`src/rtl/tq_recon_4x4.sv`:
```
// tq_recon_4x4 -- luma 4x4 reconstruction stage.
//
// This block takes one 4x4 block of residuals and the matching 4x4 block of
// prediction pixels. It adds each residual to its prediction pixel and clips
// the result to 0..255. It then streams the reconstructed block out one row
// per cycle. Each row also carries its write address in the 16x16 macroblock
// buffer, and the blocks follow the H.264 luma 4x4 scan order.
//
// Ports
//   clk_i, rst_i              clock (rising edge), async active-high reset
//   res_iRC  [14:0]           residual, two's complement, row R / column C
//   pred_iRC [7:0]            unsigned prediction pixel, same layout
//   res_valid_i / res_ready_o block handshake
//   rec_data_o [31:0]         reconstructed row, column 0 in [7:0]
//   rec_addr_o [5:0]          buffer row address {y[3:0], x4[1:0]}
//   rec_valid_o / rec_ready_i row handshake
//   mb_done_o                 one-cycle pulse after block 15 row 3 is taken
module tq_recon_4x4 (
  input  logic        clk_i,
  input  logic        rst_i,
  input  logic [14:0] res_i00, res_i01, res_i02, res_i03,
  input  logic [14:0] res_i10, res_i11, res_i12, res_i13,
  input  logic [14:0] res_i20, res_i21, res_i22, res_i23,
  input  logic [14:0] res_i30, res_i31, res_i32, res_i33,
  input  logic [7:0]  pred_i00, pred_i01, pred_i02, pred_i03,
  input  logic [7:0]  pred_i10, pred_i11, pred_i12, pred_i13,
  input  logic [7:0]  pred_i20, pred_i21, pred_i22, pred_i23,
  input  logic [7:0]  pred_i30, pred_i31, pred_i32, pred_i33,
  input  logic        res_valid_i,
  output logic        res_ready_o,
  output logic [31:0] rec_data_o,
  output logic [5:0]  rec_addr_o,
  output logic        rec_valid_o,
  input  logic        rec_ready_i,
  output logic        mb_done_o
);

  typedef enum logic {S_IDLE, S_OUT} state_t;

  state_t       state_q, state_d;
  logic [1:0]   row_q;
  logic [3:0]   blk_cnt_q;
  logic         mb_done_q;
  logic [127:0] blk_q;
  logic [127:0] clip_w;
  logic [14:0]  res_a  [16];
  logic [7:0]   pred_a [16];
  logic         blk_accept;
  logic         row_accept;

  // Flatten the ports into row-major arrays: index = row*4 + column.
  assign res_a[0]  = res_i00;  assign res_a[1]  = res_i01;
  assign res_a[2]  = res_i02;  assign res_a[3]  = res_i03;
  assign res_a[4]  = res_i10;  assign res_a[5]  = res_i11;
  assign res_a[6]  = res_i12;  assign res_a[7]  = res_i13;
  assign res_a[8]  = res_i20;  assign res_a[9]  = res_i21;
  assign res_a[10] = res_i22;  assign res_a[11] = res_i23;
  assign res_a[12] = res_i30;  assign res_a[13] = res_i31;
  assign res_a[14] = res_i32;  assign res_a[15] = res_i33;

  assign pred_a[0]  = pred_i00; assign pred_a[1]  = pred_i01;
  assign pred_a[2]  = pred_i02; assign pred_a[3]  = pred_i03;
  assign pred_a[4]  = pred_i10; assign pred_a[5]  = pred_i11;
  assign pred_a[6]  = pred_i12; assign pred_a[7]  = pred_i13;
  assign pred_a[8]  = pred_i20; assign pred_a[9]  = pred_i21;
  assign pred_a[10] = pred_i22; assign pred_a[11] = pred_i23;
  assign pred_a[12] = pred_i30; assign pred_a[13] = pred_i31;
  assign pred_a[14] = pred_i32; assign pred_a[15] = pred_i33;

  // The 16-bit sum spans -16384..16638, so it cannot overflow. Bit 15 is the
  // sign. Any set bit in [14:8] of a positive sum means the sum exceeds 255.
  function automatic logic [7:0] clip_pix(input logic [14:0] res,
                                          input logic [7:0]  pred);
    logic [15:0] sum;
    sum = {res[14], res} + {8'h00, pred};
    if (sum[15])       return 8'h00;
    else if (|sum[14:8]) return 8'hFF;
    else               return sum[7:0];
  endfunction

  for (genvar i = 0; i < 16; i++) begin : g_clip
    assign clip_w[i*8 +: 8] = clip_pix(res_a[i], pred_a[i]);
  end

  // NOTE: each signal written in always_comb gets a default first. Without
  // the defaults, a path that skips an assignment infers a latch.
  always_comb begin
    state_d     = state_q;
    res_ready_o = 1'b0;
    rec_valid_o = 1'b0;
    case (state_q)
      S_IDLE: begin
        res_ready_o = 1'b1;
        if (res_valid_i) state_d = S_OUT;
      end
      S_OUT: begin
        rec_valid_o = 1'b1;
        // A new block may enter on the same edge that retires the last row.
        res_ready_o = (row_q == 2'd3) && rec_ready_i;
        if (rec_ready_i && (row_q == 2'd3) && !res_valid_i) state_d = S_IDLE;
      end
      default: state_d = S_IDLE;
    endcase
  end

  assign blk_accept = res_valid_i && res_ready_o;
  assign row_accept = rec_valid_o && rec_ready_i;

  // NOTE: state registers use non-blocking assignments. Every flop then
  // samples the values from before the edge, whatever order the processes run in.
  always_ff @(posedge clk_i or posedge rst_i) begin
    if (rst_i) state_q <= S_IDLE;
    else       state_q <= state_d;
  end

  always_ff @(posedge clk_i or posedge rst_i) begin
    if (rst_i) begin
      row_q     <= 2'd0;
      blk_cnt_q <= 4'd0;
      mb_done_q <= 1'b0;
    end else begin
      mb_done_q <= row_accept && (row_q == 2'd3) && (blk_cnt_q == 4'd15);
      if (blk_accept)      row_q <= 2'd0;
      else if (row_accept) row_q <= row_q + 2'd1;
      if (row_accept && (row_q == 2'd3)) blk_cnt_q <= blk_cnt_q + 4'd1;
    end
  end

  // NOTE: the pixel store has no reset. It is only read while rec_valid_o is
  // high, and every entry into S_OUT loads it first.
  always_ff @(posedge clk_i) begin
    if (blk_accept) blk_q <= clip_w;
  end

  assign rec_data_o = rec_valid_o ? blk_q[{row_q, 5'd0} +: 32] : 32'd0;
  assign rec_addr_o = {blk_cnt_q[3], blk_cnt_q[1], row_q, blk_cnt_q[2], blk_cnt_q[0]};
  assign mb_done_o  = mb_done_q;

endmodule
```
`config.mk`:
```
export PLATFORM = sky130hd
export DESIGN_NAME = tq_recon_4x4
export DESIGN_NICKNAME = d
export VERILOG_FILES = /design/src/rtl/tq_recon_4x4.sv
export SDC_FILE = /design/constraint.sdc
export NUM_CORES = 1
export LEC_CHECK = 0
export ABC_AREA = 1
export CAP_MARGIN = 20
export CORE_MARGIN = 8
export CORE_UTILIZATION = 40
export DETAILED_ROUTE_END_ITERATION = 8
export PLACE_DENSITY = 0.68
export SLEW_MARGIN = 5
export SYNTH_ARGS = -nofsm -noshare
export SYNTH_HDL_FRONTEND = slang
export SYNTH_SLANG_ARGS = --single-unit
```
`constraint.sdc`:
```
create_clock -name clk_i -period 5.1 [get_ports clk_i]
set_clock_uncertainty 0.15 [all_clocks]
set_input_delay 1.02 -clock clk_i [delete_from_list [all_inputs] [get_ports clk_i]]
set_output_delay 1.02 -clock clk_i [all_outputs]
set_load 0.03 [all_outputs]
```
# Yosys cells after proc, flatten, opt, wreduce, memory -nomap -nowiden
# Cells that the tools add are included.
[classes]
n_addsub = 18
n_eq_ne = 2
n_shift = 1
muxes = 24
n_bitwise = 1
n_reduce_logical = 24
[ops]
columns = ["op", "count"]
rows = [
  ["$add 15x9->16", 16],
  ["$mux 8", 16],
  ["$shiftx 128x8->32", 1],
  ["$reduce_or 7->1", 16],
  ["$mux 32", 1],
  ["$logic_and 1x1->1", 6],
  ["$add 4x1->4 const B", 1],
  ["$eq 4x4->1 const B", 1],
  ["$mux 2", 2],
  ["$pmux 1 s2", 2],
  ["$mux 1", 3],
  ["$add 2x1->2 const B", 1],
  ["$eq 2x2->1 const B", 1],
  ["$reduce_bool 2->1", 1],
  ["$logic_not 1->1", 1],
  ["$not 1->1", 1],
]
[word_totals]
register_bits = 136
in_bits = 372
output_inout_bits = 41
elab_cells = 90

# Depth between registers and ports, before layout
# Gate-level depths: netlist (run 1).
[depth]
word_depth = 5
ltp_mapped = 15
mapped_depth_nobuf = 15

# Least setup slack after synthesis (run 1)
# No wires, ideal clock.
[synth_timing]
path_type = "input port to flip-flop"
startpoint = "input rec_ready_i"
endpoint = "register blk_q[0] (enable)"
setup_ns = 0.481
arrival_ns = 3.916
t_required_ns = 4.469
setup_slack_ns = 0.553
cell_stages = 4
n_path_buf = 0
path_cell_list = "nand2_1 -> nand2_1 -> nand2_1 -> inv_1"
[synth_between]
elab_chain_len = 3
[synth_lines]
columns = ["element", "line_no", "source"]
rows = [
  ["from (decl)", "34", "input logic rec_ready_i,"],
  ["$logic_and 1x1->1", "99", "res_ready_o = (row_q == 2'd3) && rec_ready_i;"],
  ["$pmux 1 s2", "91", "case (state_q)"],
  ["net res_ready_o", "30", "output logic res_ready_o,"],
  ["$logic_and 1x1->1", "106", "assign blk_accept = res_valid_i && res_ready_o;"],
  ["net blk_accept", "48", "logic blk_accept;"],
  ["to (signal assigned)", "132", "if (blk_accept) blk_q <= clip_w;"],
  ["to (decl)", "44", "logic [127:0] blk_q;"],
]
# The timed path passes the listed nets, and every way through them passes these cells.
# A chain may end at the register's enable or synchronous reset.

# Worst setup path after layout (run 1)
[layout_timing]
startpoint = "register row_q[0]"
endpoint = "output rec_data_o[8]"
[layout_between]
elab_chain_len = 2
[layout_lines]
columns = ["element", "line_no", "source"]
rows = [
  ["from (decl)", "41", "logic [1:0] row_q;"],
  ["from (signal assigned)", "124", "else if (row_accept) row_q <= row_q + 2'd1;"],
  ["$shiftx 128x8->32", "135", "assign rec_data_o = rec_valid_o ? blk_q[{row_q, 5'd0} +: 32] : 32'd0;"],
  ["$mux 32", "135", ""],
  ["to (decl)", "31", "output logic [31:0] rec_data_o,"],
]
# Every way passes these cells.

==> run metrics, run 1 <==
switching power summed over all nets=0.002719 W; Post-Synth Simple-Gate Area=44.55%; share of layout cells above drive strength 1=5.500%; TritonCTS clock tree=built; wire length after detailed routing=59980 um; final setup violation count=0; combinational family with the most area after synthesis=simple AND/OR/NAND/NOR gates; highest-utilization routing layer at the global route stage=met2; hold_buf cts=0; netlist area before placement=18050 um2; leakage power of the design=around 12 nW; final worst-path cycle share=82.01%; Min Clock Period, post-route=4183 ps; Chip Height=about 230 um; WL/cell=15.26 um; clock-pin slew of the registers on the worst-case setup and hold paths=about 60 ps; via count=roughly 19000; mux cell area share after synthesis=0.06237%; synth warn=0; CTS root buf=clkbuf_16; TNS Setup=0 ps; post-synthesis compound-gate area fraction=5.447%; post-layout net count=3832; switching share of total power=45.27%; CTS Buf Count=17; per-cell via count in the routed design=4.959; Final Hold Slack=345.2 ps; clock power share=18.1%; internal cell power=0.003287 W; DRC violation count after routing=0; maximum achievable frequency=239.1 MHz; area overhead of the layout relative to synthesis=29.75%; area share of fa/ha/maj cells after synthesis=10.78%; relative max-transition margin=30.00%; total of fill cells in the finished design=4594; worst setup path category=register to primary output; global routing met1 resource utilization=between 20% and 30%; Port Buffers=412; pre-CTS worst setup slack=1376 ps; detailed router's first-iteration violation count=1106; met2 layer usage reported by global route=around 39%; pin count of the biggest net entering global routing=67; mean post-synth cell area=6.217 um2; antenna viol nets, final=0; maximum buffer depth of the clock tree=2; Worst Path Arrival=3010 ps; Synth cell types=41; post-layout worst setup margin=917.4 ps; cells resized by post-CTS repair=0; GRT Residual Overflow=0; Core Box Area=44990 um2; via count of the first global-routing pass=19310; GR Layer Usage met3=3.661%; combined global-route utilization of all metal layers=22.08%; number of enable flip-flop cells after synthesis=128; clock insertion delay at the later pin of the skew report=410 ps; transition time at the pin with the least slew margin=1049 ps; total power divided by cell area=256.4 nW/um2; instance count of the mapped netlist=2904; first-pass GRT wire length=about 97000 um; area enclosed by the die boundary=52190 um2; initial antenna violation count=3; number of max-slew violations in the final report=0; Setup Buffers After CTS=0; Post-Place Cells=3894; post-synthesis sequential element count=136; Req. time, crit path=a little under 4000 ps; fraction of the yosys area taken by sequential cells=22.40%; Synth Net Count=3422; number of iterations in the first detailed-routing pass=6; status=complete, no violations; floorplan row count=78; top flip-flop cell by instance count after synthesis=edfxtp_1; IR drop worst, VDD=0.3468 mV; Final Hold Fails=0; maximum fanout along the worst path=66; max-cap violations=0; Detail Placement HPWL=51310 um; number of levels in the clock H-tree=4; non-filler instance count after layout=approximately 4000; xor/xnor share of the synthesized area=5.385%; IO Count=between 400 and 500; type of the most critical hold path=register to register; Initial Utilization=40.13%; setup repair after global routing missed its margin=no; Clock Sinks=roughly 140; combinational share of power=57.5%; startpoint type of the worst setup path=register; portion of total power attributed to sequential cells=24.3%; width of the chip=228.5 um; critical path endpoint category=primary output; share of flip-flops with an asynchronous set or reset after synthesis=5.882%; final estimated routing congestion in global placement=0.9600
==> per-stage QoR <==
stage / total power [W] / utilization [%] / cell area, um2
after global placement: 0.004920 / 50.83 / 22870
after CTS: 0.006017 / 51.99 / 23390
final: 0.006006 / 52.07 / 23430
after global routing: 0.006385 / 52.06 / 23420
after detailed placement: 0.004916 / 50.83 / 22870
after floorplan: 0.003497 / - / 18050
==> synth_stat cells (all sizes together) (16+ instances only) <==
cell	instances	share of area [%]
o21ai	77	2.2
ha	130	9.0
nor2	327	8.6
nand3b	17	0.71
and2	21	0.73
fa	16	1.8
a21oi	92	2.7
nand3	379	11
inv	518	11
xnor2	49	2.4
nand2	962	20
nand4	57	2.0
xor2	62	3.0
edfxtp	128	21
==> power by group through the flow <==
stage	Combinational, W	Clock, W	Sequential, W
after global placement	0.00344	0	0.00148
final	0.00346	0.00109	0.00146
after global routing	0.00377	0.00115	0.00147
after detailed placement	0.00343	0	0.00148
after CTS	0.00345	0.00110	0.00146
after floorplan	0.00199	0	0.00151
==> critical path, stage by stage (launching register included) <==
cell,delay (ps)
dfrtp_2,410
inv_2,670
o21ai_0,410
a21oi_1,350
clkdlybuf4s50_1,730
==> area by class of cell <==
| cell class | instances | area (um2) | share of cell area (%) |
|---|---|---|---|
| Multi-Input combinational cell | 2223 | 11960 | 51.04 |
| Timing Repair Buffer | 417 | 4194 | 17.90 |
| Sequential cell | 136 | 4045 | 17.27 |
| Inverter | 519 | 1951 | 8.327 |
| Tap cell | 600 | 750.7 | 3.205 |
| Clock buffer | 19 | 432.9 | 1.848 |
| Clock inverter | 13 | 86.33 | 0.3685 |
| Antenna cell | 4 | 10.01 | 0.04273 |
==> cells in the final DEF, fill, tap and decap left out, drive strengths merged, types with 13 or more instances in the layout <==
master	instances
a21oi	92
and2	21
clkbuf	19
clkdlybuf4s50	412
clkinv	13
edfxtp	128
fa	16
ha	130
inv	518
nand2	962
nand3	379
nand3b	17
nand4	57
nor2	327
nor3	15
o21ai	77
xnor2	49
xor2	62
==> state kept, by name, indices dropped and copies added, names as in the netlist <==
name and flops:
blk_cnt_q 4, blk_q 128, mb_done_o 1, row_q 2
state_q 1
==> layer usage <==
| layer | routed length [um] | vias up |
|---|---|---|
| met5 | 0 | - |
| met1 | 26410 | 8888 |
| met4 | 1177 | 0 |
| met3 | 3020 | 65 |
| met2 | 29360 | 521 |
| li1 | - | 10020 |
==> worst paths after layout <==
check	slack (ps)	endpoint	depth (start not counted)	start
worst max-delay path	920	rec_data_o[8]	4	row_q[0]$_DFFE_PP0P_
max in group asynchronous	3750	row_q[0]$_DFFE_PP0P_	2	rst_i
min in group asynchronous	750	blk_cnt_q[3]$_DFFE_PP0P_	2	rst_i
worst max register to register	2050	blk_q[88]$_SDFFCE_PP0P_	7	row_q[0]$_DFFE_PP0P_
worst min-delay path	350	blk_cnt_q[3]$_DFFE_PP0P_	1	blk_cnt_q[3]$_DFFE_PP0P_
worst min register to register	350	blk_cnt_q[3]$_DFFE_PP0P_	1	blk_cnt_q[3]$_DFFE_PP0P_
==> cells by family (layout without fill, tap and decap cells) <==
group / after synthesis / after routing
AOI/OAI and AO/OA: 180 / 180
other: 0 / 4
buffers and inverters: 545 / 968
adders and majority gates: 146 / 146
and+or+nand+nor: 1785 / 1785
muxes: 1 / 1
xor gates and xnor gates: 111 / 111
DFF: 136 / 136
Note: power is estimated with default switching activity, not from simulation.
==> run 2, diff against run 1 <==
--- a/config.mk
+++ b/config.mk
@@ -10,7 +10,7 @@
 export CORE_MARGIN = 8
 export CORE_UTILIZATION = 40
 export DETAILED_ROUTE_END_ITERATION = 8
-export PLACE_DENSITY = 0.68
+export PLACE_DENSITY = 0.71
 export SLEW_MARGIN = 5
 export SYNTH_ARGS = -nofsm -noshare
 export SYNTH_HDL_FRONTEND = slang
==> constraint.sdc (replaced) <==
create_clock -name clk_i -period 3.6 [get_ports clk_i]
set_clock_uncertainty 0.15 [all_clocks]
set_input_delay 0.72 -clock clk_i [delete_from_list [all_inputs] [get_ports clk_i]]
set_output_delay 0.72 -clock clk_i [all_outputs]
set_load 0.03 [all_outputs]
==> run metrics, run 2 (synthesized netlist as in run 1, its figures left out) <==
status=complete, no violations; setup repair after global routing missed its margin=no; IR drop worst, VDD=0.2906 mV (-16%); Min Clock Period, post-route=between 3000 and 4000 ps; relative max-transition margin=65.56% (+36 points); worst setup path category=register to primary output; Chip Height=228.5 um (unchanged); critical path endpoint category=primary output; first-pass GRT wire length=91470 um (-5.3%); R2R Path Start=row_q[1]$_DFFE_PP0P_; Clock Sinks=136 (unchanged); share of layout cells above drive strength 1=6.661% (+1.2 points); register cell area after layout=4045 um2 (unchanged); Core Box Area=44990 um2 (unchanged); number of levels in the clock H-tree=4 (unchanged); GRT Residual Overflow=0 (unchanged); area enclosed by the die boundary=52190 um2 (unchanged); end of the worst register-to-register path=blk_q[100]$_SDFFCE_PP0P_; WL/cell=14.39 um (-5.7%); final setup violation count=0 (unchanged); via count=18840 (-3.3%); antenna viol nets, final=0 (unchanged); Initial Utilization=40.13% (unchanged); final worst-path cycle share=89.75%; Detail Placement HPWL=48970 um (-4.6%); per-cell via count in the routed design=4.789 (-3.4%); most common library cell in the layout ignoring fill and taps=nand2_1; TNS Setup=0 ps (unchanged); DRC violation count after routing=0 (unchanged); startpoint type of the worst setup path=register; Top reg by flops=blk_q; max reg flops=128 (unchanged); number of max-slew violations in the final report=0 (unchanged); setup slack of the most critical reg-to-reg path=1500 ps (-550 ps); final estimated routing congestion in global placement=0.9554 (-0.48%); Overall Power=0.008906 W (+48%); post-layout net count=3838 (+0.16%); wire length after detailed routing=56640 um (-5.6%); startpoint of the lowest-slack hold path=blk_cnt_q[3]$_DFFE_PP0P_; number of iterations in the first detailed-routing pass=6 (unchanged); leakage power of the design=11.97 nW (+1.1%); total power divided by cell area=377.0 nW/um2 (+47%); Final Hold Fails=0 (unchanged); Crit. Startpoint=row_q[0]$_DFFE_PP0P_; initial antenna violation count=2 (-1); clock insertion delay at the later pin of the skew report=410 ps (about the same); max-cap violations=0 (unchanged); multi-input logic area=11960 um2 (about the same); non-filler instance count after layout=3935 (+0.10%); Port Buffers=412 (unchanged); hold_buf cts=0 (unchanged); Post-Place Cells=3901 (+0.18%); critical path capture point=rec_data_o[11]; Req. time, crit path=2730 ps (-1200 ps); via count of the first global-routing pass=18220 (-5.6%); pin count of the biggest net entering global routing=69 (+3.0%); commonest cells after routing, fill and taps aside=nand2_1, inv_1, clkdlybuf4s50_1; detailed router's first-iteration violation count=1192 (+7.8%); total of fill cells in the finished design=4511 (-1.8%); combined global-route utilization of all metal layers=21.13% (-0.95 points); cells resized by post-CTS repair=0 (unchanged); IO Count=413 (unchanged); Worst Path Arrival=2360 ps (-650 ps); floorplan row count=78 (unchanged); maximum fanout along the worst path=40 (-39%); CTS Buf Count=17 (unchanged); width of the chip=228.5 um (unchanged); clock-pin slew of the registers on the worst-case setup and hold paths=60 ps (about the same); TritonCTS clock tree=built; transition time at the pin with the least slew margin=511.2 ps (-537.6 ps); depth of the most critical reg-to-reg path=7 (unchanged); Setup Buffers After CTS=0 (unchanged); maximum buffer depth of the clock tree=2 (unchanged); area overhead of the layout relative to synthesis=30.83%; CTS root buf=clkbuf_16; largest registers=blk_q (128), blk_cnt_q (4), row_q (2); type of the most critical hold path=register to register; maximum achievable frequency=309.5 MHz
[run 2: cell types whose count changed in the layout (fill, tap and decap cells not counted), moves of 3 or more]
cell and delta:
clkdlybuf4s50_1 -32, clkinv_2 -6, inv_6 +3, clkinvlp_4 +3, buf_4 +22, buf_12 +17
[run 2: critical path, stage by stage, from the launching register on]
cell and delay, ps:
dfrtp_2 580, inv_2 260, buf_12 240, o21ai_0 450, a21oi_1 190, buf_12 190
[run 2: through the flow]
stage,hold WS (ps),utilization [%],cell area [um2],setup slack [ps]
3_3_place_gp,342.5,51.26,23060,311.8
4_1_cts,345.2,52.49,23620,405.0
3_5_place_dp,337.4,51.26,23060,264.8
6_report,356.7,52.50,23620,369.0
5_1_grt,376.1,52.50,23620,237.4
2_1_floorplan,385.7,-,18060,73.47
[run 2: layout make-up]
cell class              count  share of cell area [%]
clock buffers              18                   1.817
well taps                 600                   3.178
diodes                      2                 0.02119
clock inverters            14                  0.5350
flip-flops and latches    136                   17.12
multi-input cells        2223                   50.64
repair buffers            423                   18.42
inverters                 519                   8.263
[run 2: where the power goes]
part	internal [W]	leakage (nW)	switching, W
combinational	0.00204	10.4	0.00310
clock	0.000954	0.262	0.000705
sequential	0.00197	1.26	0.000127
[run 2: worst min path at each step]
stage	end	slack [ps]	depth (start not counted)
after detailed placement	blk_cnt_q[3]$_DFFE_PP0P_	340	1
after CTS	blk_cnt_q[3]$_DFFE_PP0P_	350	1
final	blk_cnt_q[3]$_DFFE_PP0P_	360	1
after global placement	blk_cnt_q[3]$_DFFE_PP0P_	340	1
after global routing	blk_cnt_q[3]$_DFFE_PP0P_	380	1
after floorplan	blk_cnt_q[0]$_DFFE_PP0P_	390	1
[run 2: layer usage]
metal  vias to the layer above  wire (um)  GRT usage [%]
li1                      10050          -              -
met1                      8269      25070          26.32
met2                       466      27320          37.41
met3                        55       3171          3.959
met4                         0       1077          4.772
met5                         -          0              0
==> run 3, diff against run 2 <==
--- a/config.mk
+++ b/config.mk
@@ -10,6 +10,7 @@
 export CORE_MARGIN = 8
 export CORE_UTILIZATION = 40
 export DETAILED_ROUTE_END_ITERATION = 8
+export GPL_TIMING_DRIVEN = 0
 export PLACE_DENSITY = 0.71
 export SLEW_MARGIN = 5
 export SYNTH_ARGS = -nofsm -noshare
==> run metrics, run 3 (synthesized netlist as in run 1, its figures left out) <==
TNS Setup=0 ps (unchanged); Core Box Area=44990 um2 (unchanged); combinational share of power=56.8% (-1.0 points); leakage power of the design=11.95 nW (-0.16%); post-layout net count=3854 (+0.42%); Setup Buffers After CTS=0 (unchanged); CTS Buf Count=17 (unchanged); IO Count=413 (unchanged); Top reg by flops=blk_q; Worst Path Arrival=2610 ps (+250 ps); TritonCTS clock tree=built; floorplan row count=78 (unchanged); area enclosed by the die boundary=52190 um2 (unchanged); max-cap violations=0 (unchanged); combined global-route utilization of all metal layers=21.42% (+0.29 points); total power divided by cell area=360.2 nW/um2 (-4.5%); final setup violation count=0 (unchanged); maximum buffer depth of the clock tree=2 (unchanged); portion of total power attributed to sequential cells=24.5% (+0.9 points); Initial Utilization=40.13% (unchanged); Overall Power=0.008466 W (-4.9%); hold_buf cts=0 (unchanged); Final Hold Fails=0 (unchanged); critical path endpoint category=primary output; status=complete, no violations; Clock Sinks=136 (unchanged); startpoint type of the worst setup path=register; maximum fanout along the worst path=10 (-75%); final worst-path cycle share=96.79% (+7.0 points); detailed router's first-iteration violation count=1003 (-16%); max reg flops=128 (unchanged); internal cell power=0.004552 W (-8.4%); number of iterations in the first detailed-routing pass=6 (unchanged); most common library cell in the layout ignoring fill and taps=nand2_1; Req. time, crit path=2730 ps (about the same); Chip Height=228.5 um (unchanged); switching power summed over all nets=0.003915 W (-0.51%); clock power share=18.7% (about the same); width of the chip=228.5 um (unchanged); CTS root buf=clkbuf_16; Min Clock Period, post-route=3484 ps (+253.3 ps); first-pass GRT wire length=93090 um (+1.8%); share of layout cells above drive strength 1=6.151% (-0.51 points); GRT Residual Overflow=0 (unchanged); WL/cell=14.28 um (-0.82%); maximum achievable frequency=287.0 MHz (-7.3%); relative max-transition margin=64.55% (-1.0 points); commonest cells after routing, fill and taps aside=nand2_1, inv_1, clkdlybuf4s50_1; final estimated routing congestion in global placement=0.9204 (-3.7%); setup repair after global routing missed its margin=no; Detail Placement HPWL=49120 um (+0.31%); number of max-slew violations in the final report=0 (unchanged); pin count of the biggest net entering global routing=42 (-39%); largest registers=blk_q (128), blk_cnt_q (4), row_q (2); initial antenna violation count=4 (+2); DRC violation count after routing=0 (unchanged); via count of the first global-routing pass=18660 (+2.4%); type of the most critical hold path=register to register; via count=18890 (+0.24%); transition time at the pin with the least slew margin=526.2 ps (+14.98 ps); per-cell via count in the routed design=4.782 (-0.14%); antenna viol nets, final=0 (unchanged); wire length after detailed routing=56390 um (-0.44%); number of levels in the clock H-tree=4 (unchanged); worst setup path category=register to primary output; IR drop worst, VDD=0.3008 mV (+3.5%); clock insertion delay at the later pin of the skew report=410 ps (about the same); Port Buffers=410 (-0.49%); area overhead of the layout relative to synthesis=30.17%; clock-pin slew of the registers on the worst-case setup and hold paths=60 ps (about the same); switching share of total power=46.24% (+2.1 points)
run 3: cell count changes in the layout (fill, tap and decap cells not counted), moves of 5 or more:
cell and change:
clkbuf_2 +7, buf_2 +6, dlygate4sd2_1 +21, clkdlybuf4s15_2 +5, buf_12 -15, buf_4 -22, clkbuf_1 +10
run 3: worst max-delay path: stages (launching register included):
cell and delay [ps]:
dfrtp_1 520, buf_4 280, buf_2 280, nor2_1 80
nor2_1 220, o21ai_0 280, a21oi_1 200, clkdlybuf4s15_2 340
run 3: timing repair:
item / in CTS / in global routing
setup endpoints to repair: 32 / 13
pin swaps: 0 / 0
gates resized for setup: 51 / 13
run 3: per-layer routing:
| metal | vias up | global-route usage [%] | share of wire [%] |
|---|---|---|---|
| met5 | - | 0 | 0.050 |
| met4 | 4 | 3.930 | 1.5 |
| met3 | 49 | 5.088 | 6.0 |
| met2 | 426 | 38.23 | 48 |
| met1 | 8331 | 26.11 | 44 |
| li1 | 10080 | - | - |
run 3: path summary, 6_finish.rpt:
kind | start | end | slack (ps) | cells past startpoint
max | row_q[0]$_DFFE_PP0P_ | rec_data_o[20] | 120 | 7
min | blk_cnt_q[3]$_DFFE_PP0P_ | blk_cnt_q[3]$_DFFE_PP0P_ | 340 | 1
max reg2reg | row_q[0]$_DFFE_PP0P_ | blk_q[23]$_SDFFCE_PP0P_ | 1280 | 7
min reg2reg | blk_cnt_q[3]$_DFFE_PP0P_ | blk_cnt_q[3]$_DFFE_PP0P_ | 340 | 1
max in group asynchronous | rst_i | row_q[1]$_DFFE_PP0P_ | 2610 | 2
min in group asynchronous | rst_i | blk_cnt_q[0]$_DFFE_PP0P_ | 420 | 2
run 3: per-stage QoR:
step	worst slack (ps)	utilization [%]	area [um2]	instances	hold slack [ps]
2_1_floorplan	73.47	-	18060	2904	385.7
3_3_place_gp	-1144	50.94	22920	3914	340.2
3_5_place_dp	-271.8	51.07	22980	3917	338.9
4_1_cts	3.331	52.24	23500	3949	346.9
5_1_grt	4.697	52.23	23500	3949	378.1
6_report	115.7	52.24	23500	3950	342.2
run 3: cell type report:
cell class,count,area (um2)
fillers,4632,21490
multi-input cells,2223,11960
repair buffers,413,4136
flip-flops and latches,136,4045
inverters,519,1952
well taps,600,750.7
clock buffers,18,429.2
plain buffers,26,121.4
clock inverters,14,101.3
diodes,1,2.502
run 3: power by group through the flow:
stage / combinational (W) / sequential, W / clock [W]
after floorplan: 0.00282 / 0.00213 / 0
after global placement: 0.00492 / 0.00213 / 0
after detailed placement: 0.00496 / 0.00210 / 0
after CTS: 0.00484 / 0.00207 / 0.00161
after global routing: 0.00531 / 0.00209 / 0.00168
final: 0.00481 / 0.00207 / 0.00159
